## config.mk

```make
export PLATFORM = sky130hd
export DESIGN_NAME = jam_gen
export DESIGN_NICKNAME = d
export VERILOG_FILES = /design/src/rtl/jam_gen_pkg.sv /design/src/rtl/jam_perm_next.sv /design/src/rtl/jam_gen.sv
export SDC_FILE = /design/constraint.sdc
export NUM_CORES = 1
export LEC_CHECK = 0
export CAP_MARGIN = 20
export CORE_ASPECT_RATIO = 1.1
export CORE_MARGIN = 4
export CORE_UTILIZATION = 35
export CTS_CLUSTER_DIAMETER = 100
export DETAILED_ROUTE_END_ITERATION = 6
export HOLD_SLACK_MARGIN = 0.03
export PLACE_DENSITY_LB_ADDON = 0.08
export SYNTH_ARGS = -nofsm -noshare
export SYNTH_HDL_FRONTEND = slang
export SYNTH_HIERARCHICAL = 1
export SYNTH_SLANG_ARGS = --single-unit
```

## constraint.sdc

```tcl
create_clock -name clk -period 9.8 [get_ports clk]
set_input_delay 0.98 -clock clk [delete_from_list [all_inputs] [get_ports clk]]
set_output_delay 0.98 -clock clk [all_outputs]
set_load 0.01 [all_outputs]
```

## src/rtl/jam_gen_pkg.sv

```systemverilog
// Shared types and width helpers for the exhaustive assignment solver.
package jam_gen_pkg;

  typedef enum logic [1:0] {StIdle, StInput, StSearch, StOut} state_e;

  localparam int unsigned DefN  = 8;
  localparam int unsigned DefCw = 7;

  function automatic int unsigned sum_width(input int unsigned n, input int unsigned cw);
    return cw + $clog2(n) + 1;
  endfunction

  function automatic int unsigned job_width(input int unsigned n);
    return $clog2(n) + 1;
  endfunction

endpackage

```

## src/rtl/jam_perm_next.sv

```systemverilog
// Combinational lexicographic successor of a permutation of 0..N-1.
module jam_perm_next #(
  parameter int unsigned N = 8,
  localparam int unsigned IW = $clog2(N)
) (
  input  logic [N-1:0][IW-1:0] perm,
  output logic [N-1:0][IW-1:0] perm_next,
  output logic                 is_last
);

  logic [IW-1:0]         pivot;
  logic [IW-1:0]         succ;
  logic [N-1:0][IW-1:0]  swapped;

  always_comb begin
    pivot   = '0;
    is_last = 1'b1;
    for (int i = 0; i < N - 1; i++) begin
      if (perm[i] < perm[i + 1]) begin
        pivot   = IW'(i);
        is_last = 1'b0;
      end
    end

    // Rightmost element above the pivot value; the suffix is descending.
    succ = IW'(N - 1);
    for (int j = 0; j < N; j++) begin
      if (j > int'(pivot) && perm[j] > perm[pivot]) begin
        succ = IW'(j);
      end
    end

    swapped        = perm;
    swapped[pivot] = perm[succ];
    swapped[succ]  = perm[pivot];

    perm_next = swapped;
    for (int k = 0; k < N; k++) begin
      if (k > int'(pivot)) begin
        perm_next[k] = swapped[IW'(N + int'(pivot) - k)];
      end
    end
  end

endmodule

```

## src/rtl/jam_gen.sv

```systemverilog
// Brute-force N x N assignment solver: loads a cost matrix, scans all N!
// permutations in lexicographic order and streams out the best job list.
module jam_gen
  import jam_gen_pkg::*;
#(
  parameter int unsigned N  = DefN,
  parameter int unsigned CW = DefCw,
  localparam int unsigned SW = sum_width(N, CW),
  localparam int unsigned JW = job_width(N)
) (
  input  logic          clk,
  input  logic          rst_n,
  input  logic          in_valid,
  input  logic [CW-1:0] in_cost,
  input  logic          in_mode,
  output logic          out_valid,
  output logic [JW-1:0] out_job,
  output logic [SW-1:0] out_cost
);

  localparam int unsigned IW = $clog2(N);
  localparam int unsigned NN = N * N;
  localparam int unsigned BW = $clog2(NN);
  localparam int unsigned P  = 2 ** IW;

  typedef logic [N-1:0][IW-1:0] perm_t;

  function automatic perm_t identity();
    perm_t p;
    for (int w = 0; w < N; w++) p[w] = IW'(w);
    return p;
  endfunction

  state_e        state_q, state_d;
  logic [BW-1:0] beat_q;
  logic [CW-1:0] cost_q [N][N];
  logic          mode_q;
  perm_t         perm_q, best_q, perm_nxt;
  logic          perm_last;
  logic [SW-1:0] best_cost_q, perm_sum;
  logic          better;
  logic [IW-1:0] oc_q;
  logic          stg_valid_q;
  logic [JW-1:0] stg_job_q;
  logic [SW-1:0] stg_cost_q;
  logic          first_beat, last_beat;
  logic [IW-1:0] row, col;

  assign row = IW'(beat_q / BW'(N));
  assign col = IW'(beat_q % BW'(N));

  // A new job is held off while the final result beat is still on the output.
  assign first_beat = (state_q == StIdle) && in_valid && !out_valid;
  assign last_beat  = (state_q == StInput) && in_valid && (beat_q == BW'(NN - 1));

  jam_perm_next #(
    .N(N)
  ) u_perm_next (
    .perm      (perm_q),
    .perm_next (perm_nxt),
    .is_last   (perm_last)
  );

  always_comb begin : p_sum_tree
    logic [SW-1:0] node [2*P];
    for (int i = 0; i < 2 * P; i++) node[i] = '0;
    for (int w = 0; w < N; w++) node[P + w] = SW'(cost_q[w][perm_q[w]]);
    for (int i = P - 1; i >= 1; i--) node[i] = node[2 * i] + node[2 * i + 1];
    perm_sum = node[1];
  end

  assign better = mode_q ? (perm_sum > best_cost_q) : (perm_sum < best_cost_q);

  always_comb begin
    state_d = state_q;
    case (state_q)
      StIdle:   if (first_beat) state_d = StInput;
      StInput: begin
        if (!in_valid)      state_d = StIdle;
        else if (last_beat) state_d = StSearch;
      end
      StSearch: if (perm_last) state_d = StOut;
      StOut:    if (oc_q == IW'(N - 1)) state_d = StIdle;
      default:  state_d = StIdle;
    endcase
  end

  always_ff @(posedge clk or negedge rst_n) begin
    if (!rst_n) begin
      state_q <= StIdle;
    end else begin
      state_q <= state_d;
    end
  end

  always_ff @(posedge clk or negedge rst_n) begin
    if (!rst_n) begin
      beat_q      <= '0;
      mode_q      <= 1'b0;
      perm_q      <= identity();
      best_q      <= identity();
      best_cost_q <= '1;
      oc_q        <= '0;
      for (int w = 0; w < N; w++) begin
        for (int j = 0; j < N; j++) cost_q[w][j] <= '0;
      end
    end else begin
      case (state_q)
        StIdle: begin
          if (first_beat) begin
            cost_q[0][0] <= in_cost;
            beat_q       <= BW'(1);
            mode_q       <= in_mode;
            perm_q       <= identity();
            best_q       <= identity();
            best_cost_q  <= {SW{~in_mode}};
            oc_q         <= '0;
          end
        end
        StInput: begin
          if (in_valid) begin
            cost_q[row][col] <= in_cost;
            beat_q           <= beat_q + 1'b1;
          end
        end
        StSearch: begin
          perm_q <= perm_nxt;
          if (better) begin
            best_q      <= perm_q;
            best_cost_q <= perm_sum;
          end
        end
        StOut:   oc_q <= oc_q + 1'b1;
        default: ;
      endcase
    end
  end

  // Two output stages: the first snapshots the result so a new job may
  // reinitialise the search registers while the last beat is still leaving.
  always_ff @(posedge clk or negedge rst_n) begin
    if (!rst_n) begin
      stg_valid_q <= 1'b0;
      stg_job_q   <= '0;
      stg_cost_q  <= '0;
      out_valid   <= 1'b0;
      out_job     <= '0;
      out_cost    <= '0;
    end else begin
      stg_valid_q <= (state_q == StOut);
      stg_job_q   <= (state_q == StOut) ? JW'(best_q[oc_q]) + JW'(1) : '0;
      stg_cost_q  <= (state_q == StOut) ? best_cost_q : '0;
      out_valid   <= stg_valid_q;
      out_job     <= stg_job_q;
      out_cost    <= stg_cost_q;
    end
  end

endmodule

```

==> flow_metrics.tcl <==
set metrics [dict create \
    dp_hpwl_mm 59.16 \
    first_pass_iters 7 \
    yosys_warnings 6 \
    slew_viol_final 0 \
    grtUsageMet1 0.2667 \
    slew_headroom 0.1986 \
    worstPathArrival_ns 8.81 \
    cts-root-buf "clkbuf_16" \
    setup_viol 0 \
    path_buf_inv 4 \
    ys_top_cells_by_count "dfrtp_1 (516), mux2_2 (474), nand2_1 (161)" \
    gp_congestion 0.9184 \
    synth_cell_type_count 100 \
    worst_slack_ns 1.353 \
    async_flop_share 1.000 \
    gr-usage-met2 0.3343 \
    routed_wl_mm 88.48 \
    setup_tns_ns 0 \
    drcViolationCount 0 \
    ant_nets 0 \
    max-vdd-ir-drop_mv 0.09969 \
    synth_top_area_cell "dfrtp_1" \
    hold_viol 0 \
    die_y_um 313.1 \
    synthMostInstantiatedCell "dfrtp_1" \
    wire_per_inst_um 25.27 \
    syn_nets 2449 \
    grt_start_max_net_pins 174 \
    synth_top_area_frac 0.4359 \
    end_kind "flop" \
    nets 2430 \
    max_stage_delay_ns 0.91 \
    grt_first_pass_wirelength_mm 134.1 \
    finalCriticalPeriod_ns 8.447 \
    core_area_um2 83610 \
    tightest_slew_ns 1.199 \
    clk_pin_slew_worst_paths_ns 0.06 \
    required_ns 10.17 \
    post_cts_resized 0 \
    h-tree-depth 3 \
    core.rowCount 111 \
    syn2layout_area_growth_pct 12.70 \
    initial_utilization 0.3543 \
    diodes 0 \
    rsz0062_at_grt "no" \
    maxCapViolCount 0 \
    vias 19010 \
    slowest_stage "dfstp_2" \
    pin_count 27 \
    synth-edff-count 0 \
    p_leak_nw 15.59 \
    path_common_cell "a21oi_1" \
    fin_crit_sh 0.8619 \
    synth_seq_cells 551 \
    clkSinkCount 551 \
    cts_hold_buffers 0 \
    fmax_mhz 118.4 \
    postCtsSetupRepairBufs 0 \
    syn_avg_cell_area_um2 12.67 \
    nFillCells 7961 \
    syn_area_um2 29620 \
    layout-drive-gt1-share 0.3777 \
    cp-start-kind "flop" \
    portBuffers 26 \
    met3_usage 0.03105 \
    crit_type "flop to flop" \
    clk_path_buf_depth 3 \
    status "finished, final reports clean" \
    dp_worst_setup_slack_ns 1.648 \
    critPathMaxFanout 23 \
    drtIter0Drc 1277 \
    power.total_mw 5.576 \
    viasPerCell 5.429 \
    yosys-top-cells-area "dfrtp_1 (44%), mux2_2 (18%), mux4_2 (9.1%)" \
    ys_seq_area_frac 0.4669 \
    fin_skew_ns 0.03164 \
    numCtsBuffers 69 \
    die_area_um2 89370 \
    busiest_layer "met2" \
    synthCells 2338 \
    clock_latency_ns 0.63 \
    rrSetupSlack_ns 1.35 \
    crit_family "compound AO/OA/AOI/OAI gates" \
    min-delay-path-class "input port to async pin" \
    grt_pass1_vias 19810 \
    track_usage 0.1982 \
    antenna_found_initial 0 \
    grt-ovfl-total 0 \
    die_w_um 285.4 \
    power.density_nw_per_um2 167.0 \
    cts_tree "done" \
    synth_ff_type "dfrtp_1" \
]
worst paths after layout:
| path | depth (start not counted) | endpoint | start |
|---|---|---|---|
| setup / recovery | 25 | perm_q[18] | perm_q[17] |
| hold / removal | 1 | cost_q[421] | rst_n |
| setup reg to reg | 25 | perm_q[18] | perm_q[17] |
| hold reg to reg | 0 | out_cost[3] | stg_cost_q[3] |
| max in group asynchronous | 3 | cost_q[252] | rst_n |
| min in group clk | 0 | out_cost[3] | stg_cost_q[3] |
layer usage:
| layer | share of wire | vias to the layer above |
|---|---|---|
| met5 | 0 | - |
| met4 | 0.024 | 0 |
| met3 | 0.041 | 133 |
| met2 | 0.49 | 437 |
| met1 | 0.44 | 10000 |
| li1 | - | 8440 |
cell families after synthesis:
| group | count (synthesis) | share of synthesized area |
|---|---|---|
| AO/OA/AOI/OAI | 303 | 0.07096 |
| XOR/XNOR | 8 | 0.002365 |
| adder cells (fa/ha/maj) | 100 | 0.05263 |
| buffers and inverters | 278 | 0.03915 |
| flip-flops | 551 | 0.4669 |
| multiplexers | 661 | 0.2944 |
| AND/OR/NAND/NOR | 437 | 0.07357 |
flip-flops by register name (all words and copies together), names as in the netlist, named ones only:
signal	cells
state_q	1
best_q	24
out_valid	1
best_cost_q	11
perm_q	24
stg_cost_q	11
stg_valid_q	1
out_cost	11
out_job	4
stg_job_q	4
beat_q	6
oc_q	3
mode_q	1
cost_q	448
where the power goes:
part | internal [mW] | total, mW | switching, mW | leakage [nW]
clock | 1.61 | 2.65 | 1.04 | 1.17
sequential | 2.39 | 2.46 | 0.0690 | 7.51
combinational | 0.196 | 0.463 | 0.266 | 6.91
total | 4.20 | 5.58 | 1.38 | 15.6
placed cells by master (no fill, tap or decap), drive strengths merged, types with 7 or more instances in the layout:
cell	n
dfrtp	516
mux2	477
nand2	178
nor2	121
mux4	120
inv	110
clkbuf	94
o21ai	81
a21oi	77
mux2i	64
buf	61
ha	59
fa	41
dfstp	35
nand3	32
nor3	24
a211oi	22
clkinv	20
clkdlybuf4s50	18
a31oi	16
nand4	12
a221o	11
and3	10
a311oi	10
o211ai	9
nand2b	9
nor2b	8
nand3b	8
a21o	7
bufinv	7
metrics by stage:
| stage | util | instances | instance area (µm²) | hold WS (ns) |
|---|---|---|---|---|
| after floorplan | - | 2338 | 29620 | 0.3312 |
| after CTS | 0.3985 | 3499 | 33320 | 0.3429 |
| after global placement | 0.3699 | 3374 | 30930 | 0.3317 |
| after detailed placement | 0.3700 | 3375 | 30940 | 0.3347 |
| final | 0.3993 | 3502 | 33390 | 0.3464 |
| after global routing | 0.3993 | 3502 | 33390 | 0.3511 |
cell type report:
cell class                 instances  area (µm²)  share of cell area
clock inverter                    30       420.4             0.01259
clock buffer                      94        1962             0.05876
sequential                       551       13830              0.4143
inverter                         109       410.4             0.01229
timing repair buffer              79       684.4             0.02050
multi-input combinational       1509       14660              0.4392
tap                             1130        1414             0.04235
Power figures use the tool's default switching activity.
